[config.mk]
export PLATFORM = sky130hd
export DESIGN_NAME = regfile_sb
export DESIGN_NICKNAME = d
export VERILOG_FILES = /design/src/rtl/regfile_pkg.sv /design/src/rtl/rf_read_port.sv /design/src/rtl/regfile_sb.sv
export SDC_FILE = /design/constraint.sdc
export NUM_CORES = 2
export LEC_CHECK = 0
export CORE_ASPECT_RATIO = 1.2
export CORE_UTILIZATION = 55
export DETAILED_ROUTE_END_ITERATION = 10
export GPL_ROUTABILITY_DRIVEN = 0
export PLACE_DENSITY_LB_ADDON = 0.2
export SETUP_SLACK_MARGIN = 0.15
export SLEW_MARGIN = 20
export SYNTH_ARGS = -nofsm -noshare
export SYNTH_HDL_FRONTEND = slang
export SYNTH_SLANG_ARGS = --single-unit
[constraint.sdc]
create_clock -name clk -period 6.5 [get_ports clk]
set_input_delay 1.3 -clock clk [delete_from_list [all_inputs] [get_ports clk]]
set_output_delay 1.3 -clock clk [all_outputs]
set_load 0.01 [all_outputs]
[src/rtl/regfile_pkg.sv]
// rtl/regfile_pkg.sv - shared constants and counter step helper for the scoreboarded register file
package regfile_pkg;

    localparam int DEF_DATA_W = 32;
    localparam int DEF_ADDR_W = 5;
    localparam int DEF_CNT_W  = 2;
    localparam int ZERO_IDX   = 0;

    typedef enum logic [1:0] {
        CNT_HOLD = 2'd0,
        CNT_INC  = 2'd1,
        CNT_DEC  = 2'd2
    } cnt_op_e;

    // An issue and a retire landing on the same register cancel out.
    function automatic cnt_op_e cnt_step(input logic inc, input logic dec);
        if (inc && !dec) begin
            return CNT_INC;
        end else if (dec && !inc) begin
            return CNT_DEC;
        end else begin
            return CNT_HOLD;
        end
    endfunction

endpackage

[src/rtl/rf_read_port.sv]
// rtl/rf_read_port.sv - one read port: writeback bypass, zero-register masking and busy flag
module rf_read_port
    import regfile_pkg::*;
#(
    parameter int DATA_W   = DEF_DATA_W,
    parameter int ADDR_W   = DEF_ADDR_W,
    parameter int CNT_W    = DEF_CNT_W,
    parameter bit ZERO_REG = 1'b1
) (
    input  logic [ADDR_W-1:0] rd_addr,
    input  logic [DATA_W-1:0] mem_data,
    input  logic [CNT_W-1:0]  mem_cnt,
    input  logic              wr_en,
    input  logic [ADDR_W-1:0] wr_addr,
    input  logic [DATA_W-1:0] wr_data,
    output logic [DATA_W-1:0] rd_data,
    output logic              rd_busy
);

    logic             is_zero;
    logic             addr_match;
    logic             retire_hit;
    logic [CNT_W-1:0] cnt_left;

    assign is_zero    = ZERO_REG && (rd_addr == ADDR_W'(ZERO_IDX));
    assign addr_match = wr_en && (wr_addr == rd_addr);
    // A writeback only retires a mark if one is outstanding; a stray one leaves the count at zero.
    assign retire_hit = addr_match && (mem_cnt != '0);
    assign cnt_left   = mem_cnt - CNT_W'(retire_hit);

    // Select bypassed writeback data over the array, with register 0 forced to zero.
    always_comb begin
        rd_data = mem_data;
        rd_busy = (cnt_left != '0);
        if (addr_match) begin
            rd_data = wr_data;
        end
        if (is_zero) begin
            rd_data = '0;
            rd_busy = 1'b0;
        end
    end

endmodule

[src/rtl/regfile_sb.sv]
// rtl/regfile_sb.sv - multi-read-port register file with bypass and pending-write scoreboard
module regfile_sb
    import regfile_pkg::*;
#(
    parameter int DATA_W   = DEF_DATA_W,
    parameter int ADDR_W   = DEF_ADDR_W,
    parameter int NUM_RD   = 2,
    parameter int CNT_W    = DEF_CNT_W,
    parameter bit ZERO_REG = 1'b1
) (
    input  logic                     clk,
    input  logic                     reset,
    input  logic [NUM_RD*ADDR_W-1:0] rd_addr,
    output logic [NUM_RD*DATA_W-1:0] rd_data,
    output logic [NUM_RD-1:0]        rd_busy,
    input  logic                     wr_en,
    input  logic [ADDR_W-1:0]        wr_addr,
    input  logic [DATA_W-1:0]        wr_data,
    input  logic                     iss_en,
    input  logic [ADDR_W-1:0]        iss_addr,
    output logic                     iss_rdy,
    output logic                     err
);

    localparam int               DEPTH   = 1 << ADDR_W;
    localparam logic [CNT_W-1:0] CNT_MAX = '1;

    logic [DATA_W-1:0] mem     [DEPTH];
    logic [CNT_W-1:0]  cnt     [DEPTH];
    logic [CNT_W-1:0]  cnt_nxt [DEPTH];

    logic wr_is_zero;
    logic iss_is_zero;
    logic wr_live;
    logic iss_live;

    assign wr_is_zero  = ZERO_REG && (wr_addr == ADDR_W'(ZERO_IDX));
    assign iss_is_zero = ZERO_REG && (iss_addr == ADDR_W'(ZERO_IDX));
    assign wr_live     = wr_en && !wr_is_zero;
    // iss_rdy looks only at the addressed counter so iss_en never reaches an output.
    assign iss_rdy     = iss_is_zero || (cnt[iss_addr] != CNT_MAX);
    assign iss_live    = iss_en && iss_rdy && !iss_is_zero;

    // Data array: writeback lands at the edge, register 0 stays zero when hardwired.
    always_ff @(posedge clk or negedge reset) begin
        if (!reset) begin
            for (int i = 0; i < DEPTH; i++) begin
                mem[i] <= '0;
            end
        end else if (wr_live) begin
            mem[wr_addr] <= wr_data;
        end
    end

    // Next pending count per register from this cycle's accepted issue and retire.
    always_comb begin
        for (int a = 0; a < DEPTH; a++) begin
            cnt_nxt[a] = cnt[a];
            case (cnt_step(iss_live && (iss_addr == ADDR_W'(a)),
                           wr_live && (wr_addr == ADDR_W'(a)) && (cnt[a] != '0)))
                CNT_INC: cnt_nxt[a] = cnt[a] + CNT_W'(1);
                CNT_DEC: cnt_nxt[a] = cnt[a] - CNT_W'(1);
                default: cnt_nxt[a] = cnt[a];
            endcase
        end
    end

    // Pending counters; reset drops every outstanding mark at once.
    always_ff @(posedge clk or negedge reset) begin
        if (!reset) begin
            for (int i = 0; i < DEPTH; i++) begin
                cnt[i] <= '0;
            end
        end else begin
            for (int i = 0; i < DEPTH; i++) begin
                cnt[i] <= cnt_nxt[i];
            end
        end
    end

    // Sticky flag for a writeback that found nothing pending to retire.
    always_ff @(posedge clk or negedge reset) begin
        if (!reset) begin
            err <= 1'b0;
        end else if (wr_live && (cnt[wr_addr] == '0)) begin
            err <= 1'b1;
        end
    end

    for (genvar k = 0; k < NUM_RD; k++) begin : g_rd
        logic [ADDR_W-1:0] a;
        assign a = rd_addr[k*ADDR_W +: ADDR_W];

        rf_read_port #(
            .DATA_W   (DATA_W),
            .ADDR_W   (ADDR_W),
            .CNT_W    (CNT_W),
            .ZERO_REG (ZERO_REG)
        ) u_port (
            .rd_addr  (a),
            .mem_data (mem[a]),
            .mem_cnt  (cnt[a]),
            .wr_en    (wr_en),
            .wr_addr  (wr_addr),
            .wr_data  (wr_data),
            .rd_data  (rd_data[k*DATA_W +: DATA_W]),
            .rd_busy  (rd_busy[k])
        );
    end

endmodule
* Yosys cells after proc, flatten, opt, wreduce, memory -nomap -nowiden
Cells that the tools add are included.
Word-level totals: flip-flop bits (word level) 1089, bits in latches 0, RAM bits 0, bits in read-only memories 0, input bits 56, logic and storage cells 701, memories kept 0
Cells by class: add/subtract/negate cells 66, multipliers 0, divide/modulo/power cells 0, order comparisons 5, eq/ne operators 129, shift-type cells 0, mux-type cells 123, bitwise operators 4, reductions and logical operators 309
Operators by type and width (count):
- $bwmux 1024 | 1
- $bmux 32 s5 | 2
- $mux 32 | 9
- $logic_and 1x1->1 | 169
- $demux 32 s5 | 1
- $eq 5x5->1 const B | 32
- $mux 2 | 72
- $reduce_bool 2->1 | 68
- $pmux 2 s2 | 32
- $eq 5x4->1 const B | 16
- $logic_not 1->1 | 66
- $add 2x1->2 const B | 32
- $eq 2x1->1 const B | 32
- $eq 2x2->1 const B | 32
- $sub 2x1->2 const B | 32
- $bmux 2 s5 | 4
- $eq 5x3->1 const B | 8
- $ge 6x6->1 const B | 4
- $not 5->6 | 4
- $eq 5x2->1 const B | 4
- $logic_not 5->1 | 4
- $eq 5x1->1 const B | 2
- $eq 5x5->1 | 2
- $lt 6x1->1 const B | 1
- other kinds (5) | 7

* Logic depth before layout (Yosys ltp)
depth in word-level cells 15, depth in mapped cells 13

* Modules after synthesis
From an unflattened synthesis, not the netlist that was laid out.
Second synthesis, totals: cells, all modules 3900, area total of the unflattened synthesis 60575.6 µm²
Modules (own cells, without submodules):
- regfile_sb | instances 1, cells an instance 3646, area an instance 59054.1 µm², seq. area each 27251.1 µm²
- rf_read_port | instances 2, cells an instance 127, area an instance 760.7 µm², seq. area each 0.0 µm²

* Least setup slack after synthesis
No wires, ideal clock.
kind in2out, start input port rd_addr[5], end output port rd_busy[1], arrival time 3.082 ns, data required time 5.200 ns, slack 2.118 ns, stages 8, cells stage by stage buf_4 -> buf_4 -> buf_2 -> mux4_2 -> a211oi_1 -> a211oi_1 -> a2bb2oi_1 -> buf_4
Between the ends: longest elaborated chain between the ends 9, elaborated cells between the ends (all ways) 12, classes of those cells add/sub: 1; eq/ne: 1; mux: 4; bitwise: 1; reduce/logical: 5
RTL lines:
- start, declared | line regfile_sb.sv:13 | input logic [NUM_RD*ADDR_W-1:0] rd_addr,
- $not 5->6 (not written as such) | line regfile_sb.sv:102 | .mem_cnt (cnt[a]),
- $bmux 2 s5 | line regfile_sb.sv:102
- $mux 2 (not written as such) (2 in series) | line regfile_sb.sv:102
- $reduce_bool 2->1 | line rf_read_port.sv:28 | assign retire_hit = addr_match && (mem_cnt != '0);
- $logic_and 1x1->1 | line rf_read_port.sv:28
- $sub 2x1->2 | line rf_read_port.sv:29 | assign cnt_left = mem_cnt - CNT_W'(retire_hit);
- $reduce_bool 2->1 | line rf_read_port.sv:34 | rd_busy = (cnt_left != '0);
- $mux 1 (*) | line rf_read_port.sv:38 | if (is_zero) begin
- end, declared | line regfile_sb.sv:15 | output logic [NUM_RD-1:0] rd_busy,
Every way passes the cells marked *; elsewhere a longest branch is shown, timed or not. The select of a mux whose other input is x is not followed.

* Worst setup path after layout
start input port wr_addr[2], end output port rd_data[0]
Between the ends: longest elaborated chain between the ends 4
RTL lines:
- start, declared | line regfile_sb.sv:17 | input logic [ADDR_W-1:0] wr_addr,
- $eq 5x5->1 | line rf_read_port.sv:26 | assign addr_match = wr_en && (wr_addr == rd_addr);
- $logic_and 1x1->1 | line rf_read_port.sv:26
- $mux 32 | line rf_read_port.sv:35 | if (addr_match) begin
- $mux 32 | line rf_read_port.sv:38
- end, declared | line regfile_sb.sv:14 | output logic [NUM_RD*DATA_W-1:0] rd_data,
No other way between the ends.

==> results.cfg <==
[setup_path]
arrival_ns = 4.92
endpoint = rd_data[0]
required_ns = 5.20
worstReg2RegEnd = cnt[21]$_DFFE_PN0P_
worstReg2RegStart = cnt[48]$_DFFE_PN0P_
critPathCaptureType = output port
rr_worst_depth = 9
cp-startpoint = wr_addr[2]
critPathMaxFanout = 10
cp-start-kind = input port
path_class = in2out
rrSetupSlack_ns = 3.53

[power]
power_density_mw_per_mm2 = 309
leakage_uw = 0.0290
peakVddDrop_mv = 0.268
p_seq_frac = 0.448
p_clk_frac = 0.326
p_sw_uw = 5840
p_int_uw = 14800
p_comb_frac = 0.226
switching_share = 0.283

[die]
pin_count = 124
die-width_um = 305
dieArea_mm2 = 0.111
core_mm2 = 0.109
die-height_um = 365
placementRows = 132
initial_core_util = 0.558

[layout]
syn_to_final_growth_pct = 10.6
nFillCells = 8119
layout_commonest_cell = dfrtp_1
final_nets = 4229
layout_common_cells = dfrtp_1, mux2_2, mux4_2
final-seq-area_mm2 = 0.0273
layout-drive-gt1-share = 0.463
multi_input_area_mm2 = 0.0313

[min_path]
min_path_type = reg2reg
worstHoldPathCells = 0

[synth]
synth_nets = 4304
synthArstFlopShare = 1.00
synth_edf_count = 0
yosys_most_used_dff = dfrtp_1
synth_seq_cells = 1089
synth.cell_area_mm2 = 0.0605
synth_top_area_frac = 0.450
synth_cell_types = 65
yosys-top-cells-area = dfrtp_1, mux2_2, mux4_2
ys_warn_count = 0
ys_seq_area_frac = 0.450
synth_top_area_cell = dfrtp_1
syn_avg_cell_area_um2 = 14.4
syn_inst = 4217

[placed_design]
portBuffers = 123
dp_hpwl_um = 107000

[route]
remaining_drc_errors = 0
first_pass_iters = 6
dr.first_iter.drc_count = 3807
drtAntennaViolNets = 0
totalWireLength_um = 188000
vias = 39900
vias_per_cell = 7.07
wl_per_cell_um = 33.4

[global_route]
track_usage = 0.343
antenna_found_initial = 6
gr-total-overflow = 0
grt_pass1_wl_um = 279000
grt_max_degree = 187
grt_pass1_vias = 40900

[status]
outcome = complete, no violations

[job]
timing.max_cap.violations = 0

[clock_network]
tritoncts = built
post_cts_buffers = 0
clock_latency_ns = 0.73
cts_resized = 0
htree_levels = 3
cts-buffers-inserted = 112
cts_hold_buf = 0
clk_pin_slew_ns = 0.06
clk_path_buf_depth = 3
root_buffer = clkbuf_16
clock_sinks = 1089

[sta]
whs_ns = 0.393
fin_skew_ns = 0.00853
finalSetupViolCount = 0
min_period_ns = 6.22
hold_viol_final = 0
relSlewSlack = 0.172
tns_ns = 0
period_share = 0.957
rsz0062_at_grt = no
slew_violations = 0
max_freq_ghz = 0.161
tightestPinTransition_ns = 1.24
worst min path at each step:
| stage | from | end |
|---|---|---|
| floorplan | mem[1002]$_DFFE_PN0P_ | mem[1002]$_DFFE_PN0P_ |
| global placement | mem[1004]$_DFFE_PN0P_ | mem[1004]$_DFFE_PN0P_ |
| detailed placement | mem[1002]$_DFFE_PN0P_ | mem[1002]$_DFFE_PN0P_ |
| CTS | mem[1004]$_DFFE_PN0P_ | mem[1004]$_DFFE_PN0P_ |
| global route | mem[1005]$_DFFE_PN0P_ | mem[1005]$_DFFE_PN0P_ |
| finish | mem[1004]$_DFFE_PN0P_ | mem[1004]$_DFFE_PN0P_ |
power groups by stage:
stage	logic, uW	registers, uW	clock network (uW)
final	4660	9260	6740
after global routing	4960	9450	7070
after CTS	4650	9230	6810
after detailed placement	4630	9350	0
after global placement	4550	9250	0
after floorplan	3530	8970	0
cell usage after synthesis (9+ instances only):
master	n
nor3_1	24
a211o_1	14
o31ai_1	18
buf_6	24
buf_2	119
a22o_1	10
buf_4	32
a22oi_1	11
xor2_1	38
or2_2	9
nand3_1	24
nor2b_1	21
xnor2_1	65
a21oi_1	38
a211oi_1	43
mux2i_1	209
o21ai_0	26
o22ai_1	38
a221oi_1	46
a21o_1	21
ha_1	31
buf_1	40
mux4_2	500
and3_1	18
o221ai_1	27
nand2_1	131
o21ai_1	13
nor2_1	115
clkinv_1	13
clkbuf_1	240
mux2_2	1045
dfrtp_1	1089
a221o_1	25
layer usage:
layer | vias to the layer above | global-route usage | part of all wire
met5 | - | 0 | 0.00025
met4 | 8 | 0.160 | 0.049
met3 | 492 | 0.0674 | 0.090
met2 | 1983 | 0.544 | 0.47
met1 | 21300 | 0.458 | 0.39
li1 | 16000 | - | -
state kept, by name, summed over array words and instances (netlist names):
name  cells
cnt      64
err       1
mem    1024
cell type report:
class / instances / area share
repair buffers: 270 / 0.0412
multi-input cells: 2653 / 0.467
diodes: 1 / 0.0000374
inverters: 16 / 0.000934
clock inverters: 50 / 0.00772
well taps: 1407 / 0.0263
flip-flops and latches: 1089 / 0.407
clock buffers: 157 / 0.0495
kinds of logic after synthesis:
logic type      synth area share
flops                      0.450
buf+inv                   0.0376
fa+ha+maj                0.00641
mux                        0.415
xor+xnor                  0.0149
simple gates              0.0303
compound gates            0.0457
through the flow:
step | area (um^2) | utilization | total power (uW) | std cells | worst slack, ns
2_1_floorplan | 60500 | - | 12500 | 4217 | 2.12
3_3_place_gp | 63100 | 0.582 | 13800 | 5434 | 0.416
3_5_place_dp | 63100 | 0.582 | 14000 | 5434 | 0.401
4_1_cts | 67000 | 0.617 | 20700 | 5641 | 0.386
5_1_grt | 67000 | 0.617 | 21500 | 5643 | 0.298
6_report | 67000 | 0.617 | 20700 | 5643 | 0.279
critical path, cell delays in order:
cell and delay, ns:
clkdlybuf4s50_1 0.54, xor2_1 0.25, nor3_1 0.24, nand4_1 0.49, nand2_2 0.66, inv_1 0.43
a221o_1 0.46, clkdlybuf4s50_1 0.53
(Power assumes the default switching activity.)
